**config.mk**
```make
export PLATFORM = sky130hd
export DESIGN_NAME = spi_slave_flat
export DESIGN_NICKNAME = d
export VERILOG_FILES = /design/src/rtl/spi_slave_if.sv /design/src/rtl/spi_slave.sv /design/src/flat_wrapper.sv
export SDC_FILE = /design/constraint.sdc
export NUM_CORES = 1
export LEC_CHECK = 0
export CAP_MARGIN = 10
export CORE_MARGIN = 2
export CORE_UTILIZATION = 59
export CTS_CLUSTER_SIZE = 30
export DETAILED_ROUTE_END_ITERATION = 12
export DONT_BUFFER_PORTS = 1
export PLACE_DENSITY = 0.79
export RECOVER_POWER = 25
export SLEW_MARGIN = 20
export SYNTH_ARGS = -nofsm -noshare
export SYNTH_HDL_FRONTEND = slang
export SYNTH_SLANG_ARGS = --single-unit
```
**constraint.sdc**
```tcl
create_clock -name clk -period 1.85 [get_ports clk]
set_input_delay 0.2775 -clock clk [delete_from_list [all_inputs] [get_ports clk]]
set_output_delay 0.2775 -clock clk [all_outputs]
set_load 0.02 [all_outputs]
```
**src/rtl/spi_slave_if.sv**
```systemverilog
// Bundles the SPI pins and the host-side byte handshake of the SPI slave.
// The slave modport is the DUT view. The master modport is the view of
// whatever drives the pins and the host side.
interface spi_slave_if;
   logic [7:0] data_s;
   logic [7:0] spcon;
   logic       sck;
   logic       ssn;
   logic       mosi;
   logic       miso;
   logic       miso_oe;
   logic [7:0] data_r_s;
   logic       data_finish_s;
   logic       data_req_s;

   modport slave (
      input  data_s, spcon, sck, ssn, mosi,
      output miso, miso_oe, data_r_s, data_finish_s, data_req_s
   );

   modport master (
      output data_s, spcon, sck, ssn, mosi,
      input  miso, miso_oe, data_r_s, data_finish_s, data_req_s
   );
endinterface

```
**src/rtl/spi_slave.sv**
```systemverilog
// 8-bit SPI slave that oversamples sck/ssn/mosi in the clk domain.
// It supports all four CPOL/CPHA modes and back-to-back bytes under one ssn.
// Received bytes are handed over with a one-cycle strobe. The next transmit
// byte is requested with a one-cycle strobe whenever it is captured.
module spi_slave #(
   parameter int SYNC_STAGES = 2
) (
   input logic       clk,
   input logic       rst_n,
   spi_slave_if.slave bus
);

   typedef enum logic {IDLE, ACTIVE} state_t;

   state_t state, state_nxt;

   logic [SYNC_STAGES-1:0] sck_sync, ssn_sync, mosi_sync;
   logic       sck_s, ssn_s, mosi_s;
   logic       sck_prev, sel_prev;
   logic       cpol_l, cpha_l;
   logic [7:0] tx_sr, rx_sr, data_r;
   logic [3:0] edge_cnt;
   logic       miso_r, finish_r, req_r;
   logic       sel, sel_rise, sck_edge, leading, trailing, sample_edge, byte_done;
   logic       unused_spcon;

   assign sck_s  = sck_sync[SYNC_STAGES-1];
   assign ssn_s  = ssn_sync[SYNC_STAGES-1];
   assign mosi_s = mosi_sync[SYNC_STAGES-1];

   assign sel         = ~ssn_s & bus.spcon[6];
   assign sel_rise    = sel & ~sel_prev;
   assign sck_edge    = sck_s ^ sck_prev;
   assign leading     = sck_edge & (sck_s != cpol_l);
   assign trailing    = sck_edge & (sck_s == cpol_l);
   assign sample_edge = cpha_l ? trailing : leading;
   assign byte_done   = (state == ACTIVE) && sample_edge &&
                        (edge_cnt == (cpha_l ? 4'd15 : 4'd14));
   assign unused_spcon = ^{bus.spcon[7], bus.spcon[5:3], bus.spcon[0]};

   // Synchronizer chains for the asynchronous pins, reset to the idle bus levels
   always_ff @(posedge clk) begin
      if (!rst_n) begin
         sck_sync  <= '0;
         ssn_sync  <= '1;
         mosi_sync <= '0;
      end else begin
         sck_sync  <= {sck_sync[SYNC_STAGES-2:0], bus.sck};
         ssn_sync  <= {ssn_sync[SYNC_STAGES-2:0], bus.ssn};
         mosi_sync <= {mosi_sync[SYNC_STAGES-2:0], bus.mosi};
      end
   end

   // State register
   always_ff @(posedge clk) begin
      if (!rst_n) begin
         state <= IDLE;
      end else begin
         state <= state_nxt;
      end
   end

   // Next state: enter on select rising, leave as soon as select drops
   always_comb begin
      state_nxt = state;
      unique case (state)
         IDLE:    if (sel_rise) state_nxt = ACTIVE;
         ACTIVE:  if (!sel)     state_nxt = IDLE;
         default: state_nxt = IDLE;
      endcase
   end

   // Shifters, edge counter and handshake strobes
   always_ff @(posedge clk) begin
      if (!rst_n) begin
         sck_prev <= 1'b0;
         sel_prev <= 1'b0;
         cpol_l   <= 1'b0;
         cpha_l   <= 1'b0;
         tx_sr    <= '0;
         rx_sr    <= '0;
         data_r   <= '0;
         edge_cnt <= '0;
         miso_r   <= 1'b0;
         finish_r <= 1'b0;
         req_r    <= 1'b0;
      end else begin
         sck_prev <= sck_s;
         sel_prev <= sel;
         finish_r <= byte_done;
         req_r    <= 1'b0;
         if (byte_done) begin
            data_r <= {rx_sr[6:0], mosi_s};
         end
         case (state)
            IDLE: begin
               miso_r   <= 1'b0;
               edge_cnt <= '0;
               if (sel_rise) begin
                  cpol_l <= bus.spcon[2];
                  cpha_l <= bus.spcon[1];
                  tx_sr  <= bus.data_s;
                  req_r  <= 1'b1;
                  rx_sr  <= '0;
                  if (!bus.spcon[1]) begin
                     miso_r <= bus.data_s[7];
                  end
               end
            end
            ACTIVE: begin
               if (!sel) begin
                  miso_r   <= 1'b0;
                  edge_cnt <= '0;
               end else if (sck_edge) begin
                  edge_cnt <= edge_cnt + 4'd1;
                  if (sample_edge) begin
                     rx_sr <= {rx_sr[6:0], mosi_s};
                  end
                  if (trailing && edge_cnt == 4'd15) begin
                     tx_sr <= bus.data_s;
                     req_r <= 1'b1;
                     if (!cpha_l) begin
                        miso_r <= bus.data_s[7];
                     end
                  end else if (!cpha_l && trailing) begin
                     miso_r <= tx_sr[6];
                     tx_sr  <= {tx_sr[6:0], 1'b0};
                  end else if (cpha_l && leading) begin
                     miso_r <= tx_sr[7];
                     tx_sr  <= {tx_sr[6:0], 1'b0};
                  end
               end
            end
            default: ;
         endcase
      end
   end

   // Outputs: the pad is driven only while a selection is active
   always_comb begin
      bus.miso_oe       = (state == ACTIVE);
      bus.miso          = (state == ACTIVE) & miso_r;
      bus.data_r_s      = data_r;
      bus.data_finish_s = finish_r;
      bus.data_req_s    = req_r;
   end

endmodule

```
**src/flat_wrapper.sv**
```systemverilog
// flat-port wrapper written by rule: the top's interface ports become plain ports
module spi_slave_flat 
#(
   parameter int SYNC_STAGES = 2
)
  (clk, rst_n, bus_data_s, bus_spcon, bus_sck, bus_ssn, bus_mosi, bus_miso, bus_miso_oe, bus_data_r_s, bus_data_finish_s, bus_data_req_s);
  spi_slave_if bus_i ();
  input logic clk;
  input logic rst_n;
  input wire logic [$bits(bus_i.data_s)-1:0] bus_data_s;
  input wire logic [$bits(bus_i.spcon)-1:0] bus_spcon;
  input wire logic [$bits(bus_i.sck)-1:0] bus_sck;
  input wire logic [$bits(bus_i.ssn)-1:0] bus_ssn;
  input wire logic [$bits(bus_i.mosi)-1:0] bus_mosi;
  output wire logic [$bits(bus_i.miso)-1:0] bus_miso;
  output wire logic [$bits(bus_i.miso_oe)-1:0] bus_miso_oe;
  output wire logic [$bits(bus_i.data_r_s)-1:0] bus_data_r_s;
  output wire logic [$bits(bus_i.data_finish_s)-1:0] bus_data_finish_s;
  output wire logic [$bits(bus_i.data_req_s)-1:0] bus_data_req_s;
  assign bus_i.data_s = bus_data_s;
  assign bus_i.spcon = bus_spcon;
  assign bus_i.sck = bus_sck;
  assign bus_i.ssn = bus_ssn;
  assign bus_i.mosi = bus_mosi;
  assign bus_miso = bus_i.miso;
  assign bus_miso_oe = bus_i.miso_oe;
  assign bus_data_r_s = bus_i.data_r_s;
  assign bus_data_finish_s = bus_i.data_finish_s;
  assign bus_data_req_s = bus_i.data_req_s;
  spi_slave #(.SYNC_STAGES(SYNC_STAGES)) u_core (.clk(clk), .rst_n(rst_n), .bus(bus_i));
endmodule
```
==> results.yml <==
sta:
  holdWs_ns: 0.0267
  fmax_mhz: 585
  worstMarginPinSlew_ns: 0.420
  finalCritPeriodShare_pct: 92.3
  clock_skew_ns: 0.00329
  hold_viol: 0
  maxSlewViolCount: 0
  fin_crit_ns: 1.71
  setup_violations: 0
  relSlewSlack_pct: 71.2
status:
  status: "finished clean"
logic_synthesis:
  postSynthCellCount: 174
  ys.flop_type: "dfxtp_1"
  yosysSeqAreaShare_pct: 47.7
  synth_top_area_share_pct: 47.7
  syn-cell-area_mm2: 0.00172
  synth_nets: 196
  yosysTopAreaCell: "dfxtp_1"
  synth.yosys.warnings: 0
  synth_seq_cells: 41
  synth.area.top_cells: "dfxtp_1 48%, mux2i_1 12%, nor2_1 6.1%"
  synth_edf_count: 0
  ys_types: 38
  avgSynthCellArea_um2: 9.89
  async_flop_share_pct: 0
pwr:
  clock_power_share_pct: 31.3
  p_comb_share_pct: 5.7
  ir_worst_vdd_v: 0.000719
  switchingPower_mw: 0.325
  swShare_pct: 22.6
  p_total_mw: 1.44
  intPower_mw: 1.11
  cellPowerDensity_mw_per_mm2: 756
  pwr-share-seq_pct: 63.0
  leakage_nw: 0.721
floorplan:
  pin_count: 33
  die_y_um: 58.0
  core-area_mm2: 0.00276
  floorplan.initialDensity_pct: 62.4
  num_rows: 19
  die_w_um: 58.0
  die-area_mm2: 0.00337
cts:
  clock_latency_ns: 0.34
  clock_sinks: 41
  cts-root-buf: "clkbuf_4"
  cts_buffers: 5
  htreeDepth: 2
  clk_pin_slew_ns: 0.11
  cts_tree: "done"
  clock_path_buffers: 2
route:
  postRouteAntennaNets: 0
  avgViaCountPerCell: 5.66
  first_iter_violations: 50
  avgRoutedWirePerCell_um: 14.4
  drtPass1Iterations: 4
  wirelength_mm: 3.11
  dr_total_vias: 1216
  drc: 0
placement:
  gp_congestion: 0.831
  placed_area_mm2: 0.00179
  placed_cells: 205
  portBuffers: 0
  dpl.hpwl_mm: 2.31
global_routing:
  antenna_found_initial: 0
  grt_max_degree: 25
  grt_pass1_wl_mm: 5.22
  grt_pass1_vias: 1140
  overflow: 0
  grtUsageTotal_pct: 20.8
final_layout:
  final_util_pct: 68.9
  diodes: 0
  design_area_mm2: 0.00190
  most-common-layout-cells: "38 x dfxtp_1, 27 x nor2_1, 20 x mux2i_1"
  layout_commonest_cell: "dfxtp_1"
  drive_gt1_share_pct: 16.8
  final_cells: 215
  syn2layout_area_growth_pct: 10.4
  final_nets: 206
setup_path:
  crit_path_max_fanout: 9
  cp.arrival_ns: 1.95
  start_kind: "register"
  critPathLaunch: "u_core.cpha_l$_SDFFE_PN0P_"
  cp.required_ns: 2.09
  worst-setup-path-type: "reg2reg"
  r2r_start: "u_core.cpha_l$_SDFFE_PN0P_"
  worst_setup_path_end_kind: "register"
  crit_slowest_cell: "or3_1"
  cp_slowest_stage_delay_ns: 0.39
  crit_chain: "buf_4 -> or3_1 -> a21oi_4 -> mux2i_1 -> nor2_1"
min_path:
  worstHoldPathType: "in2reg"
  min-delay-start: "bus_ssn"
run:
  cap_violations: 0
==> power by group through the flow <==
stage	clock network, mW	registers (mW)	logic [mW]
floorplan	0	0.925	0.0605
global placement	0	0.926	0.0735
detailed placement	0	0.927	0.0767
CTS	0.462	0.908	0.0795
global route	0.493	0.908	0.0918
finish	0.449	0.906	0.0821
==> cells by family (layout without fill, tap and decap cells) <==
| group | count (synthesis) | after routing | share of synthesized area [%] |
|---|---|---|---|
| flops | 41 | 41 | 47.7 |
| compound gates | 28 | 28 | 14.0 |
| buf+inv | 11 | 21 | 2.98 |
| xor+xnor | 6 | 6 | 3.49 |
| simple gates | 67 | 67 | 19.5 |
| fa+ha+maj | 1 | 1 | 0.727 |
| mux | 20 | 20 | 11.6 |
==> cell usage after synthesis (2+ instances only) <==
library cell  instances
a211oi_1              6
and2_1                6
buf_2                 2
dfxtp_1              41
xor2_1                2
a211oi_2              2
clkbuf_1              2
nor2_1               28
inv_1                 5
nand2b_1             10
xnor2_1               3
a21oi_1               9
nand3_1               9
mux2i_1              20
nor2b_1               2
nand2_1               5
==> registers in the layout, indices dropped and copies added (netlist names) <==
name                      cells
u_core.bus.data_finish_s      1
u_core.bus.data_r_s           8
u_core.bus.data_req_s         1
u_core.bus.miso_oe            1
u_core.cpha_l                 1
u_core.cpol_l                 1
u_core.edge_cnt               4
u_core.miso_r                 1
u_core.mosi_sync              2
u_core.rx_sr                  7
u_core.sck_prev               1
u_core.sck_sync               2
u_core.sel_prev               1
u_core.ssn_sync               2
u_core.tx_sr                  8
==> worst paths after layout <==
check	end	slack [ns]	cells after the start
hold / removal	u_core.ssn_sync[0]$_SDFF_PN1_	0.03	1
setup / recovery	u_core.bus.data_r_s[2]$_SDFFE_PN0P_	0.14	5
hold reg to reg	u_core.ssn_sync[1]$_SDFF_PN1_	0.43	1
setup reg to reg	u_core.bus.data_r_s[2]$_SDFFE_PN0P_	0.14	5
==> what timing repair did <==
item | in CTS | in global routing
gates cloned | 0 | 0
pin swaps | 0 | 1
buffers inserted | 0 | 1
endpoints found under the setup margin | 1 | 14
resized for setup | 2 | 8
endpoints found under the hold margin | 1 | 1
hold buffers | 1 | 1
==> critical path, delay by kind of cell (launching register included) <==
| kind | cells | cell delay (ns) |
|---|---|---|
| multiplexers | 1 | 0.25 |
| AND/OR/NAND/NOR | 2 | 0.44 |
| AO/OA/AOI/OAI | 1 | 0.39 |
| buffers and inverters | 1 | 0.16 |
| flip-flops | 1 | 0.36 |
==> area by class of cell <==
| type | count | area (um2) |
|---|---|---|
| well taps | 31 | 38.8 |
| clock inverters | 1 | 7.51 |
| fillers | 235 | 857 |
| inverters | 5 | 18.8 |
| multi-input cells | 122 | 870 |
| repair buffers | 9 | 85.1 |
| flip-flops and latches | 41 | 830 |
| clock buffers | 6 | 51.3 |
==> metal layers <==
| layer | track usage (%) | vias to the layer above | share of wire, % | wire length [um] |
|---|---|---|---|---|
| li1 | - | 618 | - | - |
| met1 | 25.1 | 567 | 44 | 1370 |
| met2 | 34.4 | 26 | 49 | 1510 |
| met3 | 7.81 | 5 | 6.1 | 189 |
| met4 | 6.98 | 0 | 1.3 | 41 |
| met5 | 0 | - | 0 | 0 |
==> stage by stage <==
step / worst slack [ns] / TNS [ns]
after floorplan: 0.162 / 0
after global placement: 0.108 / 0
final: 0.142 / 0
after CTS: 0.00200 / 0
after global routing: -0.0117 / -0.0183
after detailed placement: 0.0319 / 0
Note: power is estimated with default switching activity, not from simulation.
